### config.mk
export PLATFORM = sky130hd
export DESIGN_NAME = vga_digit_display
export DESIGN_NICKNAME = d
export VERILOG_FILES = /design/src/rtl/vga_digit_display.sv
export SDC_FILE = /design/constraint.sdc
export NUM_CORES = 1
export LEC_CHECK = 0
export CAP_MARGIN = 5
export CORE_MARGIN = 10
export CORE_UTILIZATION = 30
export DETAILED_ROUTE_END_ITERATION = 16
export HOLD_SLACK_MARGIN = 0.02
export PLACE_DENSITY = 0.56
export SETUP_SLACK_MARGIN = 0.5
export SYNTH_ARGS = -nofsm -noshare
export SYNTH_HDL_FRONTEND = slang
export SYNTH_SLANG_ARGS = --single-unit
export TNS_END_PERCENT = 30
### constraint.sdc
create_clock -name clk -period 3.85 [get_ports clk]
set_input_delay 0.77 -clock clk [delete_from_list [all_inputs] [get_ports clk]]
set_output_delay 0.77 -clock clk [all_outputs]
set_load 0.02 [all_outputs]
### src/rtl/vga_digit_display.sv
// VGA raster generator that renders a row of NUM_DIGITS scaled 5x7 BCD glyphs, snapshotting the digits once per frame.
// Build option: define VGA_DIGIT_HEX_GLYPHS_EN to render digit values 10..15 as A..F instead of blank cells.
module vga_digit_display #(
    parameter int          NUM_DIGITS = 11,
    parameter int          SCALE_LOG2 = 2,
    parameter int          X0         = 0,
    parameter int          Y0         = 0,
    parameter int          H_ACTIVE   = 640,
    parameter int          H_FP       = 16,
    parameter int          H_SYNC     = 96,
    parameter int          H_BP       = 48,
    parameter int          V_ACTIVE   = 480,
    parameter int          V_FP       = 10,
    parameter int          V_SYNC     = 2,
    parameter int          V_BP       = 33,
    parameter logic [2:0]  FG_RGB     = 3'b111,
    parameter logic [2:0]  BG_RGB     = 3'b000
) (
    input  logic                    clk,
    input  logic                    rst,
    input  logic [4*NUM_DIGITS-1:0] num_data,
    output logic                    r,
    output logic                    g,
    output logic                    b,
    output logic                    h_sync,
    output logic                    v_sync,
    output logic                    frame_start
);
    localparam int H_TOTAL = H_ACTIVE + H_FP + H_SYNC + H_BP;
    localparam int V_TOTAL = V_ACTIVE + V_FP + V_SYNC + V_BP;
    localparam int HW      = $clog2(H_TOTAL);
    localparam int VW      = $clog2(V_TOTAL);
    localparam int IW      = (NUM_DIGITS > 1) ? $clog2(NUM_DIGITS) : 1;
    localparam int CELL    = 32'sd8 <<< SCALE_LOG2;

    // Glyph rows packed top row first; each row is MSB = leftmost column.
    function automatic logic [34:0] glyph_rows(input logic [3:0] d);
        logic [34:0] rows;
        case (d)
            4'd0:    rows = 35'b01110_10001_10011_10101_11001_10001_01110;
            4'd1:    rows = 35'b00100_01100_00100_00100_00100_00100_01110;
            4'd2:    rows = 35'b01110_10001_00001_00010_00100_01000_11111;
            4'd3:    rows = 35'b11111_00010_00100_00010_00001_10001_01110;
            4'd4:    rows = 35'b00010_00110_01010_10010_11111_00010_00010;
            4'd5:    rows = 35'b11111_10000_11110_00001_00001_10001_01110;
            4'd6:    rows = 35'b00110_01000_10000_11110_10001_10001_01110;
            4'd7:    rows = 35'b11111_00001_00010_00100_01000_01000_01000;
            4'd8:    rows = 35'b01110_10001_10001_01110_10001_10001_01110;
            4'd9:    rows = 35'b01110_10001_10001_01111_00001_00010_01100;
`ifdef VGA_DIGIT_HEX_GLYPHS_EN
            4'd10:   rows = 35'b01110_10001_10001_11111_10001_10001_10001;
            4'd11:   rows = 35'b11110_10001_10001_11110_10001_10001_11110;
            4'd12:   rows = 35'b01110_10001_10000_10000_10000_10001_01110;
            4'd13:   rows = 35'b11100_10010_10001_10001_10001_10010_11100;
            4'd14:   rows = 35'b11111_10000_10000_11110_10000_10000_11111;
            4'd15:   rows = 35'b11111_10000_10000_11110_10000_10000_10000;
`endif
            default: rows = 35'b0;
        endcase
        return rows;
    endfunction

    logic [HW-1:0]           h_cnt_r;
    logic [VW-1:0]           v_cnt_r;
    logic [4*NUM_DIGITS-1:0] num_q_r;

    // Raster counters: h wraps at end of line and advances v, v wraps at end of frame.
    always_ff @(posedge clk or negedge rst) begin
        if (!rst) begin
            h_cnt_r <= '0;
            v_cnt_r <= '0;
        end else if (h_cnt_r == HW'(H_TOTAL - 32'sd1)) begin
            h_cnt_r <= '0;
            if (v_cnt_r == VW'(V_TOTAL - 32'sd1)) begin
                v_cnt_r <= '0;
            end else begin
                v_cnt_r <= v_cnt_r + VW'(1'b1);
            end
        end else begin
            h_cnt_r <= h_cnt_r + HW'(1'b1);
        end
    end

    // Digit snapshot on the last clock of the last active line, so a whole frame renders one value.
    always_ff @(posedge clk or negedge rst) begin
        if (!rst) begin
            num_q_r <= '0;
        end else if ((h_cnt_r == HW'(H_TOTAL - 32'sd1)) && (v_cnt_r == VW'(V_ACTIVE - 32'sd1))) begin
            num_q_r <= num_data;
        end else begin
            num_q_r <= num_q_r;
        end
    end

    int            hc_s, vc_s, hx_s, vy_s;
    logic          active_s, in_row_s, hs_s, vs_s, fs_s;
    logic [IW-1:0] idx_s;

    // Stage-1 decode: position inside the digit row, active window and sync windows.
    always_comb begin
        hc_s     = int'(h_cnt_r);
        vc_s     = int'(v_cnt_r);
        hx_s     = hc_s - X0;
        vy_s     = vc_s - Y0;
        active_s = (hc_s < H_ACTIVE) && (vc_s < V_ACTIVE);
        in_row_s = (hx_s >= 32'sd0) && (hx_s < NUM_DIGITS * CELL) && (vy_s >= 32'sd0) && (vy_s < CELL);
        hs_s     = !((hc_s >= H_ACTIVE + H_FP) && (hc_s < H_ACTIVE + H_FP + H_SYNC));
        vs_s     = !((vc_s >= V_ACTIVE + V_FP) && (vc_s < V_ACTIVE + V_FP + V_SYNC));
        fs_s     = (hc_s == 32'sd0) && (vc_s == 32'sd0);
        // Leftmost cell holds the most significant digit; outside the row the index is parked at 0.
        if (in_row_s) begin
            idx_s = IW'(NUM_DIGITS - 32'sd1 - (hx_s >>> (32'sd3 + SCALE_LOG2)));
        end else begin
            idx_s = '0;
        end
    end

    logic [IW-1:0] idx1_r;
    logic [2:0]    gcol1_r, grow1_r;
    logic          act1_r, in_row1_r, hs1_r, vs1_r, fs1_r;

    // Stage-1 registers.
    always_ff @(posedge clk or negedge rst) begin
        if (!rst) begin
            idx1_r    <= '0;
            gcol1_r   <= 3'd0;
            grow1_r   <= 3'd0;
            act1_r    <= 1'b0;
            in_row1_r <= 1'b0;
            hs1_r     <= 1'b1;
            vs1_r     <= 1'b1;
            fs1_r     <= 1'b0;
        end else begin
            idx1_r    <= idx_s;
            gcol1_r   <= hx_s[SCALE_LOG2 +: 3];
            grow1_r   <= vy_s[SCALE_LOG2 +: 3];
            act1_r    <= active_s;
            in_row1_r <= in_row_s;
            hs1_r     <= hs_s;
            vs1_r     <= vs_s;
            fs1_r     <= fs_s;
        end
    end

    logic [3:0]  digit_s;
    logic [34:0] glyph_s;
    logic [4:0]  row_bits_s;
    logic        pix_s;

    // Font lookup: cell columns 5..7 and row 7 are spacing.
    always_comb begin
        digit_s = 4'(num_q_r >> {idx1_r, 2'b00});
        glyph_s = glyph_rows(digit_s);
        case (grow1_r)
            3'd0:    row_bits_s = glyph_s[34:30];
            3'd1:    row_bits_s = glyph_s[29:25];
            3'd2:    row_bits_s = glyph_s[24:20];
            3'd3:    row_bits_s = glyph_s[19:15];
            3'd4:    row_bits_s = glyph_s[14:10];
            3'd5:    row_bits_s = glyph_s[9:5];
            3'd6:    row_bits_s = glyph_s[4:0];
            default: row_bits_s = 5'b00000;
        endcase
        if (gcol1_r < 3'd5) begin
            pix_s = row_bits_s[3'd4 - gcol1_r];
        end else begin
            pix_s = 1'b0;
        end
    end

    logic [2:0] rgb_r;
    logic       hs2_r, vs2_r, fs2_r;

    // Stage-2 output registers keep colour, syncs and frame strobe aligned.
    always_ff @(posedge clk or negedge rst) begin
        if (!rst) begin
            rgb_r <= 3'b000;
            hs2_r <= 1'b1;
            vs2_r <= 1'b1;
            fs2_r <= 1'b0;
        end else begin
            if (!act1_r) begin
                rgb_r <= 3'b000;
            end else if (in_row1_r && pix_s) begin
                rgb_r <= FG_RGB;
            end else begin
                rgb_r <= BG_RGB;
            end
            hs2_r <= hs1_r;
            vs2_r <= vs1_r;
            fs2_r <= fs1_r;
        end
    end

    assign r           = rgb_r[2];
    assign g           = rgb_r[1];
    assign b           = rgb_r[0];
    assign h_sync      = hs2_r;
    assign v_sync      = vs2_r;
    assign frame_start = fs2_r;
endmodule
==> flow_summary_export.csv <==
group,metric,value,unit
timing,slew_viol_final,0,
worst_setup_path,cp-end-kind,"flop",
clocking,clock_latency,340,ps
clocking,tritoncts,"yes",
placed_design,post-dp-hpwl,8329,microns
synth,synthArstFlopShare,100.0,%
timing,fin_skew,8.805,ps
floorplan,die_w,144.4,microns
timing,rsz0062_at_grt,"no",
synth,synthCells,438,
synth,yosysTopAreaCell,"dfrtp_1",
synth,yosysSeqAreaShare,44.85,%
synth,synth_cell_types,69,
floorplan,rows,45,
worst_setup_path,criticalPathCategory,"reg2reg",
worst_setup_path,setup.worst_path.start_class,"flop",
synth,avgSynthCellArea,10.60,sq um
timing,setup_ws,710.0,ps
synth,synth_warnings,0,
timing,setup_viol,0,
floorplan,dieArea,0.02085,sq mm
clocking,ctsHoldBuffers,0,
pwr,irDropWorstVdd,0.2210,mV
drt,ant_nets,0,
synth,syn_area,0.004642,sq mm
layout,diodes,0,
global_routing,gr-total-overflow,0,
clocking,cts_num_sinks,83,
timing,hold_viol_final,0,
timing,worst_pin_slew,1039,ps
drt,dr.pass1.iters,5,
clocking,cts.reportedPaths.clkPinSlew,60,ps
placed_design,port_buffers,51,
layout,area_growth,22.02,%
drt,drc,0,
status,outcome,"finished, final reports clean",
synth,ys_ff_latch,83,
layout,final-seq-area,0.002085,sq mm
global_routing,grt_pass1_wl,18790,microns
layout,num-nets-final,551,
drt,routed_wl,11240,microns
worst_setup_path,critPathMaxFanout,7,
clocking,h-tree-depth,3,
timing,fin_tns_setup,0,ps
drt,drt_iter0_markers,344,
worst_setup_path,cp.required,4060,ps
timing,min_period_over_period,81.56,%
drt,routedWlPerCell,16.45,microns
placed_design,dp_slack,388.7,ps
floorplan,floorplan.initialDensity,30.53,%
global_routing,antenna_found_initial,0,
synth,syn_nets,498,
min_path,worstHoldPathType,"reg2reg",
worst_setup_path,crit_arrival,3350,ps
synth,synth_edf_count,0,
layout,drive_above_1_share,19.80,%
global_routing,grt_usage,11.34,%
drt,num_vias,3604,
global_routing,grt_pass1_vias,3663,
placed_design,dpl_cell_area,0.005295,sq mm
floorplan,core_area,0.01520,sq mm
layout,n_fill_cell,1512,
clocking,cts_buffer_depth,2,
job,cap_violations,0,
layout,multi_input_area,0.002351,sq mm
timing,max-slew-margin-rel,30.76,%
global_routing,grt_start_max_net_pins,84,
pwr,leakage,0.002452,uW
placed_design,gp_congestion,0.9240,
timing,min_period,3140,ps
drt,via_per_inst,5.277,
layout,fin_area,0.005664,sq mm
floorplan,io_pins,52,
synth,synth_top_area_share,42.59,%
clocking,root_buffer,"clkbuf_16",
synth,ys.flop_type,"dfrtp_1",
clocking,cts_buffers,9,
floorplan,die_h,144.4,microns
timing,max_clock_freq,0.3185,GHz
synth,synth_area_leaders,"dfrtp_1 (43%), mux2_2 (11%), ha_1 (3.8%)",
pwr,power_density,323.8,mW/mm^2
cells by family after synthesis:
group           after synthesis  synth area share (%)
simple gates                131                 14.69
compound gates               94                 13.96
flops                        83                 44.85
mux                          62                 15.50
buf+inv                      41                 4.771
fa+ha+maj                    14                 3.774
xor+xnor                     13                 2.453
routing by layer:
layer / vias up / track usage (%) / wire length [microns] / part of all wire (%)
met2: 107 / 18.56 / 5497 / 49
met4: 0 / 5.000 / 278 / 2.5
met3: 28 / 2.361 / 525 / 4.7
met5: - / 0 / 0 / 0
met1: 1745 / 14.09 / 4937 / 44
li1: 1724 / - / - / -
synth_stat cells (2+ instances only):
cell type / count
a221oi_1: 2
or3_1: 2
buf_6: 3
o21ai_0: 20
nor3_1: 14
xnor2_1: 10
ha_1: 14
a2111oi_1: 2
xor2_1: 3
nor2b_1: 2
buf_4: 9
o31ai_1: 3
o22ai_1: 2
a221o_1: 2
clkbuf_1: 7
mux2i_1: 13
nand4_1: 4
and3_1: 4
nor2_1: 29
nand3b_1: 3
a21oi_1: 22
nand2b_1: 5
a32oi_1: 2
and2_1: 5
inv_1: 17
a22oi_1: 2
o2111ai_1: 3
buf_2: 3
o21a_1: 2
mux4_2: 3
a311oi_1: 2
mux2_2: 45
dfstp_2: 4
nand3_1: 20
a31oi_1: 5
nor2_2: 2
nand2_1: 25
o211ai_1: 3
o32ai_1: 2
nor4_1: 7
a211oi_1: 5
dfrtp_1: 79
placed cells by master, fill, tap and decap left out, drive strengths merged, types with 14 or more instances in the layout:
cell type and count:
nor3 15, inv 21, mux2 46, buf 14, a21oi 22, o21ai 22
nor2 32, dfrtp 79, clkdlybuf4s50 50, nand3 21, ha 14, nand2 25
worst max-delay path, cell delays in order (launching register included):
cell	delay (ps)
dfrtp_2	470
mux4_2	540
mux2i_1	200
o22a_1	260
ha_1	220
inv_1	140
nor3_2	260
a221oi_1	150
a31oi_1	180
o221ai_1	140
a2111oi_1	440
power by group:
part           switching, uW  internal [uW]
logic                   23.4           39.5
registers                  0            872
clock network            358            540
final timing paths:
kind                       startpoint  slack [ps]     endpoint  cells after the start
max in group asynchronous         rst        2530    idx1_r[1]                      1
max                         idx1_r[0]         710     rgb_r[1]                     10
min in group asynchronous         rst         610  num_q_r[29]                      1
max reg2reg                 idx1_r[0]         710     rgb_r[1]                     10
min reg2reg                     fs1_r         350  frame_start                      0
min                             fs1_r         350  frame_start                      0
state kept, by name, summed over array words and instances (netlist names), 3 cells and up:
register / count
v_cnt_r: 10
idx1_r: 4
num_q_r: 44
h_cnt_r: 10
grow1_r: 3
gcol1_r: 3
metrics by stage:
stage	cells	total power (uW)	hold WS, ps	utilization (%)
floorplan	438	889.0	331.2	-
global placement	662	953.3	334.5	34.83
detailed placement	662	953.7	340.2	34.83
CTS	677	1860	354.4	36.91
global route	683	1908	362.6	37.26
finish	683	1834	350.3	37.26
area by class of cell:
class                           count  area share [%]
Multi-Input combinational cell    314           41.51
Sequential cell                    83           36.80
Timing Repair Buffer               64           10.69
Clock buffer                       11           4.462
Tap cell                          188           4.153
Inverter                           19           1.392
Clock inverter                      4          0.9940
timing repair:
| action | CTS | global route |
|---|---|---|
| resized for setup | 2 | 3 |
| hold endpoints to repair | 0 | 0 |
| endpoints found under the setup margin | 1 | 1 |
| cloned | 0 | 0 |
| pin swaps | 0 | 1 |
| setup buffers | 0 | 6 |
No activity file was read; power rests on OpenSTA's default activity.
